<file path="src/rtl/ber_statistics_pkg.sv">
// Shared types and widths for the BER statistics block.
// Also holds the saturating adder used by the three point counters.
package ber_statistics_pkg;

  localparam int CODE_LEN_DEF = 256;
  localparam int CHUNK_DEF    = 32;
  localparam int N_CHUNKS     = CODE_LEN_DEF / CHUNK_DEF;
  localparam int CNT_W        = 32;
  localparam int SIGMA_W      = 10;

  typedef enum logic [2:0] {
    S_IDLE    = 3'd0,
    S_COUNT   = 3'd1,
    S_ACCUM   = 3'd2,
    S_CHECK   = 3'd3,
    S_REPORT  = 3'd4,
    S_RESTART = 3'd5,
    S_DONE    = 3'd6
  } state_t;

  function automatic logic [CNT_W-1:0] sat_add(input logic [CNT_W-1:0] a,
                                               input logic [CNT_W-1:0] b);
    logic [CNT_W:0] s;
    s = {1'b0, a} + {1'b0, b};
    return s[CNT_W] ? {CNT_W{1'b1}} : s[CNT_W-1:0];
  endfunction

endpackage

</file>
<file path="src/rtl/ber_statistics_popcount.sv">
// Combinational population count of one chunk of the error vector.
module ber_popcount #(
  parameter int W = 32
) (
  input  logic [W-1:0]             i_bits,
  output logic [$clog2(W+1)-1:0]   o_count
);

  localparam int PC_W = $clog2(W+1);

  always_comb begin
    o_count = '0;
    for (int i = 0; i < W; i++) begin
      o_count = o_count + PC_W'(i_bits[i]);
    end
  end

endmodule

</file>
<file path="src/rtl/ber_statistics.sv">
// BER accumulator for one sigma point at a time; steps sigma and restarts the chain.
// state   | meaning
// IDLE    | wait for a decoder_down rising edge
// COUNT   | popcount one chunk of the error vector per cycle, LSB chunk first
// ACCUM   | fold the frame's error count into the saturating counters
// CHECK   | decide whether the point is closed
// REPORT  | one-cycle decoder_sigma_down, step sigma
// RESTART | hold modulation_rst low, then clear counters
// DONE    | sweep finished, frozen until reset
module ber_statistics
  import ber_statistics_pkg::*;
#(
  parameter int                 CodeLen               = CODE_LEN_DEF,
  parameter int                 Chunk                 = CHUNK_DEF,
  parameter int                 Frames_Per_Sigma      = 1000,
  parameter int                 Err_Target            = 100,
  parameter int                 Sigma_Iteration_Times = 20,
  parameter logic [SIGMA_W-1:0] Sigma_Start           = 10'd600,
  parameter logic [SIGMA_W-1:0] Sigma_Step            = 10'd25,
  parameter int                 Rst_Cycles            = 4
) (
  input  logic               clk,
  input  logic               rst,
  input  logic               decoder_down,
  input  logic [CodeLen-1:0] prototype_sequence,
  input  logic [CodeLen-1:0] decision_information,
  output logic [SIGMA_W-1:0] sigma,
  output logic               modulation_rst,
  output logic [CNT_W-1:0]   biterror_counter,
  output logic [CNT_W-1:0]   decoder_Code_counter,
  output logic [CNT_W-1:0]   frame_error_counter,
  output logic               decoder_sigma_down,
  output logic               sweep_done,
  output logic               overrun
);

  localparam int NCH     = CodeLen / Chunk;
  localparam int PC_W    = $clog2(Chunk + 1);
  localparam int FE_W    = $clog2(CodeLen + 1);
  localparam int TMR_MAX = (NCH > Rst_Cycles) ? NCH : Rst_Cycles;
  localparam int TMR_W   = $clog2(TMR_MAX + 1);
  localparam int PT_W    = $clog2(Sigma_Iteration_Times + 1);

  state_t               r_state, w_next;
  logic                 r_dd;
  logic [CodeLen-1:0]   r_err_vec;
  logic [FE_W-1:0]      r_frame_err;
  logic [TMR_W-1:0]     r_timer;
  logic [CNT_W-1:0]     r_bit, r_code, r_ferr;
  logic [SIGMA_W-1:0]   r_sigma;
  logic [PT_W-1:0]      r_point;
  logic                 r_overrun;
  logic                 w_frame, w_busy, w_close, w_last, w_tc;
  logic [PC_W-1:0]      w_pop;

  assign w_frame = decoder_down & ~r_dd;
  assign w_busy  = (r_state != S_IDLE) && (r_state != S_DONE);
  assign w_tc    = (r_timer == '0);
  assign w_close = (r_code == CNT_W'(Frames_Per_Sigma)) || (r_bit >= CNT_W'(Err_Target));
  assign w_last  = (r_point == PT_W'(Sigma_Iteration_Times - 1));

  ber_popcount #(.W(Chunk)) u_popcount (
    .i_bits  (r_err_vec[Chunk-1:0]),
    .o_count (w_pop)
  );

  always_ff @(posedge clk) begin
    if (!rst) r_state <= S_IDLE;
    else      r_state <= w_next;
  end

  always_comb begin
    w_next = r_state;
    case (r_state)
      S_IDLE:    if (w_frame) w_next = S_COUNT;
      S_COUNT:   if (w_tc) w_next = S_ACCUM;
      S_ACCUM:   w_next = S_CHECK;
      S_CHECK:   w_next = w_close ? S_REPORT : S_IDLE;
      S_REPORT:  w_next = w_last ? S_DONE : S_RESTART;
      S_RESTART: if (w_tc) w_next = S_IDLE;
      S_DONE:    w_next = S_DONE;
      default:   w_next = S_IDLE;
    endcase
  end

  always_ff @(posedge clk) begin
    if (!rst) begin
      r_dd        <= 1'b0;
      r_err_vec   <= '0;
      r_frame_err <= '0;
      r_timer     <= '0;
      r_bit       <= '0;
      r_code      <= '0;
      r_ferr      <= '0;
      r_sigma     <= Sigma_Start;
      r_point     <= '0;
      r_overrun   <= 1'b0;
    end else begin
      r_dd <= decoder_down;
      if (w_frame && w_busy) r_overrun <= 1'b1;
      case (r_state)
        S_IDLE: if (w_frame) begin
          r_err_vec   <= prototype_sequence ^ decision_information;
          r_frame_err <= '0;
          r_timer     <= TMR_W'(NCH - 1);
        end
        S_COUNT: begin
          // shifting keeps the popcount input fixed on the low chunk
          r_frame_err <= r_frame_err + FE_W'(w_pop);
          r_err_vec   <= r_err_vec >> Chunk;
          r_timer     <= r_timer - 1'b1;
        end
        S_ACCUM: begin
          r_bit  <= sat_add(r_bit, CNT_W'(r_frame_err));
          r_code <= sat_add(r_code, CNT_W'(1));
          r_ferr <= sat_add(r_ferr, CNT_W'(r_frame_err != '0));
        end
        S_REPORT: if (!w_last) begin
          r_sigma <= (r_sigma < Sigma_Step) ? '0 : r_sigma - Sigma_Step;
          r_point <= r_point + 1'b1;
          r_timer <= TMR_W'(Rst_Cycles - 1);
        end
        S_RESTART: begin
          r_timer <= r_timer - 1'b1;
          if (w_tc) begin
            r_bit  <= '0;
            r_code <= '0;
            r_ferr <= '0;
          end
        end
        default: ;
      endcase
    end
  end

  assign sigma                = r_sigma;
  assign modulation_rst       = (r_state != S_RESTART);
  assign biterror_counter     = r_bit;
  assign decoder_Code_counter = r_code;
  assign frame_error_counter  = r_ferr;
  assign decoder_sigma_down   = (r_state == S_REPORT);
  assign sweep_done           = (r_state == S_DONE);
  assign overrun              = r_overrun;

endmodule

</file>
<file path="config.mk">
export PLATFORM = sky130hd
export DESIGN_NAME = ber_statistics
export DESIGN_NICKNAME = d
export VERILOG_FILES = /design/src/rtl/ber_statistics_pkg.sv /design/src/rtl/ber_statistics_popcount.sv /design/src/rtl/ber_statistics.sv
export SDC_FILE = /design/constraint.sdc
export NUM_CORES = 1
export LEC_CHECK = 0
export ABC_AREA = 1
export BUFFER_PORTS_ARGS = -buffer_cell sky130_fd_sc_hd__buf_2
export CORE_AREA = 2 2 246 248
export CTS_BUF_LIST = sky130_fd_sc_hd__clkbuf_16
export CTS_CLUSTER_SIZE = 14
export DETAILED_ROUTE_END_ITERATION = 16
export DIE_AREA = 0 0 248 250
export MAX_ROUTING_LAYER = met4
export PLACE_DENSITY_LB_ADDON = 0.2
export SYNTH_ARGS = -nofsm -noshare
export SYNTH_HDL_FRONTEND = slang
export SYNTH_HIERARCHICAL = 1
export SYNTH_SLANG_ARGS = --single-unit
</file>
<file path="constraint.sdc">
create_clock -name clk -period 12.15 [get_ports clk]
set_input_delay 0 -clock clk [delete_from_list [all_inputs] [get_ports clk]]
set_output_delay 0 -clock clk [all_outputs]
set_load 0.01 [all_outputs]
</file>
**After elaboration in Yosys (flattened, before gate mapping)**

Cells that the tools add are included.
W data, S select, Z words.

- $add $sub $neg: 38
- $mul: 0
- Div/mod/pow operators: 0
- $lt $le $gt $ge: 2
- Equality and inequality tests: 14
- Shift operators: 0
- Muxes and demuxes: 21
- Bitwise operators: 4
- Reductions and logical operators: 16

Operators by type and width:

| operator | count |
|---|---|
| $pmux W256 S2 | 1 |
| $mux W256 | 1 |
| $xor A256 B256 Y256 | 1 |
| $pmux W32 S2 | 3 |
| $add A6 B1 Y6 | 30 |
| $mux W32 | 4 |
| $add A32 B1 Y33 | 1 |
| $add A32 B1 Y33 const B | 1 |
| $add A32 B9 Y33 | 1 |
| $eq A32 B10 Y1 const B | 1 |
| $ge A32 B7 Y1 const B | 1 |
| $pmux W3 S7 | 1 |
| $pmux W9 S2 | 1 |
| $mux W3 | 4 |
| $pmux W4 S3 | 1 |
| $lt A10 B5 Y1 const B | 1 |
| $mux W10 | 1 |
| $sub A10 B5 Y10 const B | 1 |
| $add A9 B6 Y9 | 1 |
| $eq A3 B3 Y1 const B | 3 |
| $mux W9 | 1 |
| $reduce_bool A9 Y1 | 1 |
| $mux W4 | 2 |
| $ne A2 B2 Y1 const B | 4 |
| other kinds (19) | 28 |

- Flip-flop bits (word level): 385
- Latch bits: 0
- RAM bits: 0
- Memory bits (read-only): 0
- Input port bits: 515
- Output and inout bits: 110
- Logic and storage cells: 106
- Memories kept: 0

**Longest topological paths before layout**

- Depth after elaboration: 33
- Mapped depth: 26
- Mapped depth without buffers: 26

**Hierarchy**

The synthesis kept the hierarchy.

Modules (own cells, without submodules):

| module | times used | cells each | area an instance (um^2) | sequential area each (um^2) |
|---|---|---|---|---|
| ber_statistics | 1 | 2948 | 20990.1 | 7707.4 |
| ber_popcount | 1 | 91 | 809.5 | 0.0 |

**Least setup slack after synthesis**

No wires, ideal clock.

- Path kind: register to register
- From: register r_err_vec[0]
- To: register r_frame_err[8]
- Setup time: 117 ps
- Data arrival time: 5222 ps
- Required time: 12033 ps
- Setup slack: 6811 ps
- Stages on the path, launching flop included: 27
- Path buffers: 0
- Period minus slack after synthesis: 5339 ps
- Cell sequence: dfxtp_1 > inv_1 > fa_1 > inv_1 > fa_1 > fa_1 > fa_1 > fa_1 > inv_1 > fa_1 > inv_1 > ha_1 > inv_1 > fa_1 > inv_1 > inv_1 > fa_1 > inv_1 > nand3_1 > nand2_1 > nand2_1 > nand2_1 > a21oi_1 > nor2_1 > nand3_1 > nand2_1 > nor2_1

- Longest elaborated chain between the ends: 33

RTL lines:

| item | RTL line | source |
|---|---|---|
| from (decl) | ber_statistics.sv:46 | `logic [CodeLen-1:0] r_err_vec;` |
| from (signal assigned) | ber_statistics.sv:103 | `r_err_vec <= prototype_sequence ^ decision_information;` |
| from (signal assigned) | ber_statistics.sv:110 | `r_err_vec <= r_err_vec >> Chunk;` |
| $add A1 B1 Y2 | ber_statistics_popcount.sv:14 | `o_count = o_count + PC_W'(i_bits[i]);` |
| $add A6 B1 Y6 (30 in series) | ber_statistics_popcount.sv:14 |  |
| named net w_pop[1] | ber_statistics.sv:54 | `logic [PC_W-1:0] w_pop;` |
| $add A9 B6 Y9 | ber_statistics.sv:109 | `r_frame_err <= r_frame_err + FE_W'(w_pop);` |
| $pmux W9 S2 | ber_statistics.sv:101 | `case (r_state)` |
| to (signal assigned) | ber_statistics.sv:109 |  |
| to (decl) | ber_statistics.sv:47 | `logic [FE_W-1:0] r_frame_err;` |

The timed path passes the listed nets, and every way through them passes these cells.
A chain may end at the register's enable or synchronous reset.

**Worst setup path after layout**

Ends and elaborated chain as after synthesis.

==> flow_summary.json <==
{
  "drt_wl_total_um": 86080,
  "grt_overflow_total": 0,
  "finalMaxSlewViolations": 0,
  "synth_most_common_cell": "nand2_1",
  "whs_ps": 21.42,
  "r2r_slack_ps": 6490,
  "ir_drop_mv": 0.4876,
  "yosys-top-cells-area": "dfxtp_1, nand2_1, xnor2_1",
  "synthFlopType": "dfxtp_1",
  "cts-root-buf": "clkbuf_16",
  "gp_congestion": 0.9091,
  "clk_path_buf_depth": 3,
  "syn_area_per_cell_um2": 7.173,
  "grt_use_met2_pct": 43.34,
  "synth-seq-area-share_pct": 35.36,
  "synth_cells": 3039,
  "finalCriticalPeriod_ps": 5659,
  "yosys.area.top_type": "dfxtp_1",
  "route.detailed.drc": 0,
  "setup-tns-final_ps": 0,
  "max_freq_ghz": 0.1767,
  "nNetsFinal": 4659,
  "clkSinkCount": 385,
  "clock_skew_ps": 23.73,
  "ys_warn_count": 6,
  "die_w_um": 248,
  "syn_area_mm2": 0.02180,
  "drive_gt1_share_pct": 17.92,
  "pwr-share-seq_pct": 25.7,
  "end_kind": "flop",
  "die_h_um": 250,
  "io_pins": 625,
  "regArea_mm2": 0.007707,
  "p_switching_uw": 3263,
  "yosys.area_share.simple_pct": 24.08,
  "synth_fa_ha_area_share_pct": 4.052,
  "leakagePower_uw": 0.01368,
  "power_frac_clock_pct": 18.0,
  "synth.top_cell.area_share_pct": 35.36,
  "grt_pass1_wl_um": 130700,
  "final_antenna_net_count": 0,
  "core_mm2": 0.05957,
  "p_per_area_mw_per_mm2": 227.7,
  "placed_cells": 4292,
  "hpwl_um": 57010,
  "vias": 24640,
  "path_clk_slew_ps": 60,
  "synth_edf_count": 0,
  "regToRegStartpoint": "r_err_vec[0]$_SDFFE_PN0P_",
  "cts_buffers": 45,
  "rr_worst_depth": 26,
  "setup_viol": 0,
  "crit_path_max_fanout": 3,
  "grt_max_degree": 178,
  "first_pass_iters": 5,
  "synth-seq-cells": 385,
  "syn-num-nets": 3609,
  "dieArea_mm2": 0.06200,
  "instances_no_fill": 4915,
  "ys_types": 49,
  "antenna_found_initial": 9,
  "combinationalPowerShare_pct": 56.3,
  "grt_pass1_vias": 23990,
  "worstSetupStartpointType": "flop",
  "p_total_uw": 7300,
  "gr-usage-met1_pct": 34.96,
  "multi_input_area_mm2": 0.01262,
  "synth_async_sr_flop_share_pct": 0,
  "post_cts_buffers": 0,
  "htreeDepth": 2,
  "crit_type": "flop to flop",
  "holdPathStages": 5,
  "io_buffers": 624,
  "post_drt_wl_per_cell_um": 17.51,
  "p_sw_share_pct": 44.70,
  "finish.utilization_pct": 53.82,
  "hold_start": "decision_information[200]",
  "p_int_uw": 4037,
  "start_util_pct": 36.60,
  "synth_xor_area_share_pct": 11.65,
  "synth_compound_area_share_pct": 17.99,
  "status": "finished, final reports clean",
  "cap_violations": 0,
  "hold_path_end": "r_err_vec[200]$_SDFFE_PN0P_",
  "grt_usage_pct": 27.26,
  "fin_crit_sh_pct": 46.57,
  "synth_top_family_by_area": "simple AND/OR/NAND/NOR gates",
  "grt_busiest_layer": "met2",
  "synthMuxAreaShare_pct": 0,
  "clk_latency_ps": 570,
  "placementRows": 90,
  "fillers": 5599,
  "first_iter_violations": 1887,
  "grt_use_met3_pct": 3.839,
  "hp-class": "input port to flop",
  "reg2reg_to": "r_frame_err[8]$_SDFFE_PN0P_",
  "cts_tree": "yes",
  "cp.required_ps": 12590,
  "vias_per_cell": 5.013,
  "worst_slew_pin_slew_ps": 1105,
  "rsz0062_at_grt": "false",
  "cp.arrival_ps": 6100,
  "synth_common_cells": "nand2_1, dfxtp_1, nor2_1",
  "slew_headroom_pct": 26.30,
  "syn_to_final_growth_pct": 47.07,
  "timing_hold_violations_final": 0
}
-- power groups by stage --
stage | clock (uW) | combinational [uW] | sequential (uW)
after floorplan | 0 | 3030 | 1800
after global placement | 0 | 3840 | 1880
after detailed placement | 0 | 3890 | 1890
after CTS | 1340 | 4120 | 1870
after global routing | 1390 | 4700 | 1910
final | 1310 | 4110 | 1880
-- state kept, by name, summed over array words and instances (netlist names) --
register and cells:
decoder_Code_counter 32, r_dd 1, biterror_counter 32, r_timer 4
sigma 10, overrun 1, r_frame_err 9, r_state 3
r_point 5, r_err_vec 256, frame_error_counter 32
-- worst max-delay path, cell delays in order, from the launching register on --
cell and delay (ps):
dfxtp_1 330, inv_1 60, fa_1 530, inv_1 60
fa_1 560, fa_1 450, fa_1 510, fa_1 530
inv_1 50, fa_1 470, inv_1 40, ha_1 200
inv_1 80, fa_1 410, inv_1 80, inv_1 50
fa_1 370, inv_1 90, nand3_1 70, nand2_1 110
nand2_1 60, nand2_1 60, a21oi_1 70, nor2_1 130
nand3_1 90, nand2_1 60, nor2_1 50
-- worst max path at each step --
stage,startpoint,to,slack [ps],depth (start not counted)
final,r_err_vec[0]$_SDFFE_PN0P_,r_frame_err[8]$_SDFFE_PN0P_,6490,26
after global routing,r_err_vec[0]$_SDFFE_PN0P_,r_frame_err[8]$_SDFFE_PN0P_,6110,26
after CTS,r_err_vec[0]$_SDFFE_PN0P_,r_frame_err[8]$_SDFFE_PN0P_,6480,26
after detailed placement,r_err_vec[0]$_SDFFE_PN0P_,r_frame_err[8]$_SDFFE_PN0P_,6510,26
after global placement,r_err_vec[0]$_SDFFE_PN0P_,r_frame_err[8]$_SDFFE_PN0P_,6530,26
after floorplan,r_err_vec[0]$_SDFFE_PN0P_,r_frame_err[8]$_SDFFE_PN0P_,6810,26
-- repair_timing --
item | CTS | global route
endpoints found under the hold margin | 270 | 0
hold buffers | 532 | 0
resized for setup | 0 | 0
-- area by class of cell --
type | instances | share of cell area [%]
Sequential cell | 385 | 24.04
Tap cell | 782 | 3.052
Timing Repair Buffer | 1167 | 26.67
Inverter | 203 | 2.408
Antenna cell | 10 | 0.07805
Clock buffer | 46 | 3.590
Multi-Input combinational cell | 2287 | 39.38
Clock inverter | 35 | 0.7883
-- logic make-up (layout without fill, tap and decap cells) --
| group | Yosys count | in the layout |
|---|---|---|
| buffers and inverters | 367 | 1451 |
| xor gates and xnor gates | 290 | 290 |
| adders and majority gates | 55 | 55 |
| and+or+nand+nor | 1262 | 1262 |
| DFF | 385 | 385 |
| other | 0 | 10 |
| AOI/OAI and AO/OA | 680 | 680 |
-- cells in the final DEF, fill, tap and decap left out, drive strengths merged, types with 32 or more instances in the layout --
master	netlist	layout
xnor2	183	183
xor2	107	107
clkbuf	102	46
inv	202	215
dfxtp	385	385
nor2	322	322
nand3	129	129
a21oi	161	161
a31oi	56	56
a211oi	113	113
o21ai	304	304
buf	62	635
a311oi	32	32
nor3	51	51
nand2	706	706
dlygate4sd3	0	532
-- layer usage --
layer / wire (um) / part of all wire (%) / up-vias
met5: 0 / 0 / -
met4: 3032 / 3.5 / 0
met3: 5020 / 5.8 / 174
met2: 40420 / 47 / 819
met1: 37600 / 44 / 11430
li1: - / - / 12210
-- stage by stage --
step / instance area [um^2] / setup WS (ps)
finish: 32060 / 6491
global route: 32060 / 6112
CTS: 32040 / 6482
detailed placement: 25310 / 6506
global placement: 25310 / 6526
floorplan: 21800 / 6811
Note: power is estimated with default switching activity, not from simulation.
